[src/rtl/ahb_single_master_pkg.sv]
// Shared AHB 2.0 encodings and the single-master FSM/command types.
package ahb_single_master_pkg;

  localparam logic [1:0] HTRANS_IDLE   = 2'b00;
  localparam logic [1:0] HTRANS_BUSY   = 2'b01;
  localparam logic [1:0] HTRANS_NONSEQ = 2'b10;
  localparam logic [1:0] HTRANS_SEQ    = 2'b11;

  localparam logic [1:0] HRESP_OKAY  = 2'b00;
  localparam logic [1:0] HRESP_ERROR = 2'b01;
  localparam logic [1:0] HRESP_RETRY = 2'b10;
  localparam logic [1:0] HRESP_SPLIT = 2'b11;

  localparam logic [2:0] HBURST_SINGLE = 3'b000;

  localparam logic [2:0] HSIZE_BYTE = 3'b000;
  localparam logic [2:0] HSIZE_HALF = 3'b001;
  localparam logic [2:0] HSIZE_WORD = 3'b010;

  // Non-cacheable, non-bufferable, privileged data access.
  localparam logic [3:0] HPROT_DEFAULT = 4'b0011;

  typedef enum logic [2:0] {
    ST_IDLE,
    ST_REQ,
    ST_ADDR,
    ST_DATA,
    ST_RESP2
  } state_e;

  typedef struct packed {
    logic        write;
    logic [31:0] addr;
    logic [2:0]  size;
    logic [31:0] wdata;
  } cmd_t;

  function automatic logic [7:0] sat_inc8(input logic [7:0] v);
    return (v == 8'hFF) ? v : v + 8'd1;
  endfunction

endpackage

[src/rtl/ahb_single_master.sv]
// AHB 2.0 master issuing one SINGLE transfer per command; handles OKAY/ERROR/RETRY/SPLIT,
// re-arbitrates after RETRY/SPLIT and reports one registered rsp_valid pulse per command.
module ahb_single_master
  import ahb_single_master_pkg::*;
#(
  parameter int unsigned MAX_RETRY = 8
) (
  input  logic        HCLK,
  input  logic        HRST,
  input  logic        cmd_valid,
  output logic        cmd_ready,
  input  logic        cmd_write,
  input  logic [31:0] cmd_addr,
  input  logic [2:0]  cmd_size,
  input  logic [31:0] cmd_wdata,
  output logic        rsp_valid,
  output logic        rsp_err,
  output logic [1:0]  rsp_status,
  output logic [31:0] rsp_rdata,
  input  logic        HGRANT,
  input  logic        HREADY,
  input  logic [1:0]  HRESP,
  input  logic [31:0] HRDATA,
  output logic        HBUSREQ,
  output logic        HLOCK,
  output logic [1:0]  HTRANS,
  output logic [31:0] HADDR,
  output logic        HWRITE,
  output logic [2:0]  HSIZE,
  output logic [2:0]  HBURST,
  output logic [3:0]  HPROT,
  output logic [31:0] HWDATA
);

  localparam logic [7:0] MAX_RETRY_L = MAX_RETRY[7:0];

  state_e      state_q, state_d;
  cmd_t        cmd_q, cmd_d;
  logic [7:0]  retry_q, retry_d;
  logic [7:0]  retry_inc;
  logic        own_q;
  logic        rsp_valid_q, rsp_valid_d;
  logic        rsp_err_q, rsp_err_d;
  logic [1:0]  rsp_status_q, rsp_status_d;
  logic [31:0] rsp_rdata_q, rsp_rdata_d;

  always_comb begin
    state_d      = state_q;
    cmd_d        = cmd_q;
    retry_d      = retry_q;
    retry_inc    = sat_inc8(retry_q);
    rsp_valid_d  = 1'b0;
    rsp_err_d    = rsp_err_q;
    rsp_status_d = rsp_status_q;
    rsp_rdata_d  = rsp_rdata_q;

    case (state_q)
      ST_IDLE: begin
        if (cmd_valid) begin
          cmd_d   = '{write: cmd_write, addr: cmd_addr, size: cmd_size, wdata: cmd_wdata};
          retry_d = 8'd0;
          state_d = ST_REQ;
        end
      end
      ST_REQ: begin
        if (HREADY && HGRANT) state_d = ST_ADDR;
      end
      ST_ADDR: begin
        // A grant lost during this cycle only affects the next address phase.
        if (HREADY) state_d = ST_DATA;
      end
      ST_DATA: begin
        if (HREADY) begin
          rsp_valid_d = 1'b1;
          state_d     = ST_IDLE;
          if (HRESP == HRESP_OKAY) begin
            rsp_err_d    = 1'b0;
            rsp_status_d = HRESP_OKAY;
            rsp_rdata_d  = cmd_q.write ? 32'd0 : HRDATA;
          end else begin
            // Non-OKAY without the two-cycle form is a slave protocol violation.
            rsp_err_d    = 1'b1;
            rsp_status_d = HRESP_ERROR;
            rsp_rdata_d  = 32'd0;
          end
        end else if (HRESP != HRESP_OKAY) begin
          state_d = ST_RESP2;
        end
      end
      ST_RESP2: begin
        if (HREADY) begin
          case (HRESP)
            HRESP_RETRY: begin
              retry_d = retry_inc;
              if (retry_inc > MAX_RETRY_L) begin
                rsp_valid_d  = 1'b1;
                rsp_err_d    = 1'b1;
                rsp_status_d = HRESP_RETRY;
                rsp_rdata_d  = 32'd0;
                state_d      = ST_IDLE;
              end else begin
                state_d = ST_REQ;
              end
            end
            HRESP_SPLIT: state_d = ST_REQ;
            default: begin
              rsp_valid_d  = 1'b1;
              rsp_err_d    = 1'b1;
              rsp_status_d = HRESP_ERROR;
              rsp_rdata_d  = 32'd0;
              state_d      = ST_IDLE;
            end
          endcase
        end
      end
      default: state_d = ST_IDLE;
    endcase
  end

  always_ff @(posedge HCLK or posedge HRST) begin
    if (HRST) begin
      state_q      <= ST_IDLE;
      cmd_q        <= '0;
      retry_q      <= 8'd0;
      own_q        <= 1'b0;
      rsp_valid_q  <= 1'b0;
      rsp_err_q    <= 1'b0;
      rsp_status_q <= 2'b00;
      rsp_rdata_q  <= 32'd0;
    end else begin
      state_q      <= state_d;
      cmd_q        <= cmd_d;
      retry_q      <= retry_d;
      if (HREADY) own_q <= HGRANT;
      rsp_valid_q  <= rsp_valid_d;
      rsp_err_q    <= rsp_err_d;
      rsp_status_q <= rsp_status_d;
      rsp_rdata_q  <= rsp_rdata_d;
    end
  end

  assign cmd_ready  = (state_q == ST_IDLE) && !HRST;
  assign rsp_valid  = rsp_valid_q;
  assign rsp_err    = rsp_err_q;
  assign rsp_status = rsp_status_q;
  assign rsp_rdata  = rsp_rdata_q;

  assign HBUSREQ = (state_q == ST_REQ) || (state_q == ST_ADDR);
  assign HLOCK   = 1'b0;
  assign HTRANS  = (state_q == ST_ADDR && own_q) ? HTRANS_NONSEQ : HTRANS_IDLE;
  assign HADDR   = cmd_q.addr;
  assign HWRITE  = cmd_q.write;
  assign HSIZE   = cmd_q.size;
  assign HBURST  = HBURST_SINGLE;
  assign HPROT   = HPROT_DEFAULT;
  assign HWDATA  = cmd_q.wdata;

endmodule
[config.mk]
export PLATFORM = sky130hd
export DESIGN_NAME = ahb_single_master
export DESIGN_NICKNAME = d
export VERILOG_FILES = /design/src/rtl/ahb_single_master_pkg.sv /design/src/rtl/ahb_single_master.sv
export SDC_FILE = /design/constraint.sdc
export NUM_CORES = 1
export LEC_CHECK = 0
export CAP_MARGIN = 20
export CELL_PAD_IN_SITES_DETAIL_PLACEMENT = 0
export CELL_PAD_IN_SITES_GLOBAL_PLACEMENT = 1
export CORE_MARGIN = 2
export CORE_UTILIZATION = 30
export CTS_CLUSTER_DIAMETER = 30
export CTS_CLUSTER_SIZE = 40
export DETAILED_ROUTE_END_ITERATION = 10
export GPL_ROUTABILITY_DRIVEN = 0
export GPL_TIMING_DRIVEN = 0
export HOLD_SLACK_MARGIN = 0.12
export PLACE_DENSITY = 0.76
export SETUP_SLACK_MARGIN = 0.3
export SKIP_CTS_REPAIR_TIMING = 1
export SLEW_MARGIN = 20
export SYNTH_ARGS = -nofsm -noshare
export SYNTH_HDL_FRONTEND = slang
export SYNTH_SLANG_ARGS = --single-unit
[constraint.sdc]
create_clock -name HCLK -period 4.4 [get_ports HCLK]
set_input_delay 0.66 -clock HCLK [delete_from_list [all_inputs] [get_ports HCLK]]
set_output_delay 0.66 -clock HCLK [all_outputs]
set_load 0.05 [all_outputs]
==> flow_summary.rst <==
.. list-table::
   :header-rows: 1

   * - Metric
     - Value
   * - Post-synth EDFFs
     - 0
   * - Ordered cell list for the critical path
     - buf_1 -> nor4bb_1 -> clkdlybuf4s50_1
   * - Largest delay share family, worst path
     - buffers and inverters
   * - Fraction of layout instances using a drive strength above 1
     - 21.5%
   * - Sort of element at the end of the critical path
     - primary output
   * - Routed WL per cell
     - 15.8 um
   * - Std-Cell Core Area
     - 0.0158 mm2
   * - Required arrival time at the worst endpoint
     - 3.74 ns
   * - Min Tclk post-route
     - 3.06 ns
   * - Worst clock skew
     - 0.00923 ns
   * - Per-instance average area after synthesis
     - 13.8 um2
   * - Launch point of the worst hold path
     - rsp_rdata[15]
   * - Count of buffers from port buffering
     - 212
   * - Global-route wire length before repair
     - 19300 um
   * - Clock-pin slew reported for the worst setup and hold paths after clock tree synthesis
     - 0.06 ns
   * - Area growth from synthesis to layout
     - 63.3%
   * - Result of the run
     - completed
   * - Number of hold-slack violations in the final timing report
     - 0
   * - Global routing's busiest layer
     - met2
   * - Wirelength, routed
     - 12900 um
   * - IO Count
     - 223
   * - Post-route setup slack
     - 1.34 ns
   * - Gate Count Post-Synth
     - 349
   * - Type of the worst setup path
     - flip-flop to primary output
   * - Met2 layer usage reported by global route
     - 25.0%
   * - DRC
     - 0
   * - Placed cell area
     - 0.00726 mm2
   * - RSZ-0062 raised after global routing
     - no
   * - # rows
     - 46
   * - Layout net count
     - 696
   * - Count of endpoints failing setup in the final report
     - 0
   * - Ratio of routed vias to standard cells
     - 4.59
   * - Placed Instances
     - 785
   * - Drt initial violations
     - 84
   * - Worst path bufs/invs
     - 2
   * - Antenna violations before repair
     - 0
   * - Met3 GRT Util
     - 5.46%
   * - Post-synthesis cell type count
     - 51
   * - Min-delay worst type
     - flip-flop to flip-flop
   * - Clock root buffer master
     - clkbuf_16
   * - Full die area
     - 0.0171 mm2
   * - Share of synthesized flip-flops with an asynchronous set or reset
     - 100%
   * - Count of cells along the worst hold path
     - 1
   * - CP Depth
     - 3
   * - Arrival time of the worst setup path
     - 2.40 ns
   * - Overflow left after global routing
     - 0
   * - Crit Reg-Reg Startpoint
     - retry_q[0]
   * - Maximum root-to-sink buffer count
     - 2
   * - Terminating pin of the worst hold path
     - rsp_rdata[15]
   * - Final max-slew violation count
     - 0
   * - Cell taking the most area after synthesis
     - dfrtp_1
   * - TritonCTS clock tree
     - built
   * - First-pass iteration count of the detailed router
     - 4
   * - Antenna fix cells
     - 0
   * - Met1 layer usage reported by global route
     - 17.6%
   * - Clock Latency Late Sink
     - 0.41 ns
   * - H-tree levels
     - 4
   * - Total power divided by cell area
     - 863 mW/mm2
   * - Num Clock Sinks
     - 116
   * - Starting density of the core
     - 30.5%
   * - Via count of the first global-routing pass
     - 3779
   * - Kind of launch point of the worst setup path
     - flip-flop
   * - Post-Layout Cell Count
     - 816
   * - Maximum ir drop on the vdd rail
     - 0.000450 V
   * - Vias after detailed routing
     - 3743
   * - R2R depth
     - 7
   * - Total CTS buffers
     - 17
   * - Max-slew headroom
     - 58.6%
   * - Leakage power figure
     - 3.34 nW
   * - MaxCap Viol Count
     - 0
   * - Largest stage delay on the critical path
     - 0.87 ns
   * - Maximum fanout encountered on the critical timing path
     - 10
   * - Total Negative Setup Slacks
     - 0 ns
   * - DIE WIDTH
     - 131 um
   * - Mapped Area
     - 0.00481 mm2
   * - Top cell type's share of synthesized area
     - 60.4%
   * - Total routing usage reported by global routing
     - 14.9%
   * - Count of nets left with antenna violations after detail routing
     - 0
   * - Largest cells by area after synthesis
     - dfrtp_1, mux2_2, a22o_1
   * - Maximum number of pins on one net before global-route repair
     - 78
   * - Part of the cycle the worst path needs
     - 69.6%
   * - Startpoint of the worst setup timing path
     - state_q[1]
   * - Post-synthesis sequential area ratio
     - 60.4%
   * - Commonest cells in the netlist
     - dfrtp_1, mux2_2, a22o_1
   * - FF-to-FF setup slack
     - 2.04 ns
   * - Finished layout cell area
     - 0.00785 mm2
   * - Worst slack after detailed placement
     - 1.54 ns
   * - Placed wire-length estimate
     - 9310 um
   * - Maximum achievable frequency
     - 327 MHz
   * - Count leader, synth
     - dfrtp_1
   * - Endpoint of the lowest-slack register-to-register path
     - rsp_rdata[31]
   * - Die span in y
     - 131 um
   * - Crit-path slowest cell
     - clkdlybuf4s50_1
   * - Primary flip-flop cell chosen by synthesis mapping
     - dfrtp_1
   * - FF+latch count, synth
     - 116
   * - Total of warnings raised by yosys
     - 0
   * - Slew at the pin closest to its max-slew limit
     - 0.621 ns
==> worst max path at each step <==
stage                     slack [ns]             to
after global routing            1.22      HTRANS[1]
after detailed placement        1.54     HWDATA[31]
after global placement         -1.13  rsp_rdata[31]
final                           1.34      HTRANS[1]
after floorplan                 0.67       HADDR[0]
after CTS                       1.28      HTRANS[1]
==> cell families (layout without fill, tap and decap cells) <==
logic type	count (synthesis)	in the layout	share of synthesized area, %
AO/OA/AOI/OAI	62	62	10.5
XOR/XNOR	2	2	0.364
adder cells (fa/ha/maj)	1	1	0.260
buffers and inverters	39	283	4.71
flip-flops	116	116	60.4
multiplexers	71	71	16.6
other	2	9	0.156
AND/OR/NAND/NOR	56	56	7.05
==> cells in the final DEF, fill, tap and decap left out, drive strengths merged, types with 3 or more instances in the layout <==
master,Yosys,final
clkdlybuf4s50,0,212
dfrtp,116,116
mux2,70,70
a22o,32,32
clkbuf,9,30
buf,21,22
nor2,11,11
conb,2,9
inv,9,9
nand2,7,7
nand3,6,6
a21oi,6,6
o21ai,6,6
nor3,6,6
clkinv,0,6
and3,5,5
nor3b,3,3
bufinv,0,3
o31ai,3,3
==> worst reg2reg max path: stages (launching register included) <==
cell and delay (ns):
dfrtp_1 0.46, ha_1 0.31, and4_1 0.31, nand2_1 0.13, a41oi_1 0.48, o31ai_4 0.20, buf_6 0.19, a22o_1 0.18
==> flip-flops by register name, indices dropped and copies added (netlist names) <==
signal      flops
HWRITE          1
rsp_valid       1
state_q         3
retry_q         8
HSIZE           3
HADDR          32
rsp_rdata      32
own_q           1
rsp_err         1
HWDATA         32
rsp_status      2
==> stage by stage <==
step                utilization, %  hold WS, ns  power (mW)
global route                  49.8        0.509        7.07
finish                        49.8        0.496        6.77
detailed placement            46.0        0.481        5.43
floorplan                        -        0.472        4.16
global placement              45.8        0.484        5.37
CTS                           49.8        0.499        6.85
==> layout make-up <==
class	count	area [um2]
Sequential cell	116	2900
Multi-Input combinational cell	201	1710
Fill cell	1402	7920
Clock buffer	21	460
Timing Repair Buffer	213	2150
Inverter	9	38.8
Tap cell	216	270
Buffer	30	193
Clock inverter	10	131
==> power by group <==
group / internal [mW] / leakage, nW / total (mW) / switching [mW]
combinational: 1.34 / 1.60 / 3.61 / 2.26
sequential: 1.53 / 1.45 / 1.78 / 0.243
clock: 0.912 / 0.292 / 1.39 / 0.478
total: 3.79 / 3.34 / 6.77 / 2.98
==> routing by layer <==
metal / vias to the layer above / part of all wire (%)
met3: 11 / 7.0
li1: 1740 / -
met4: 0 / 0.91
met5: - / 0
met1: 1862 / 41
met2: 130 / 51
Note: power is estimated with default switching activity, not from simulation.
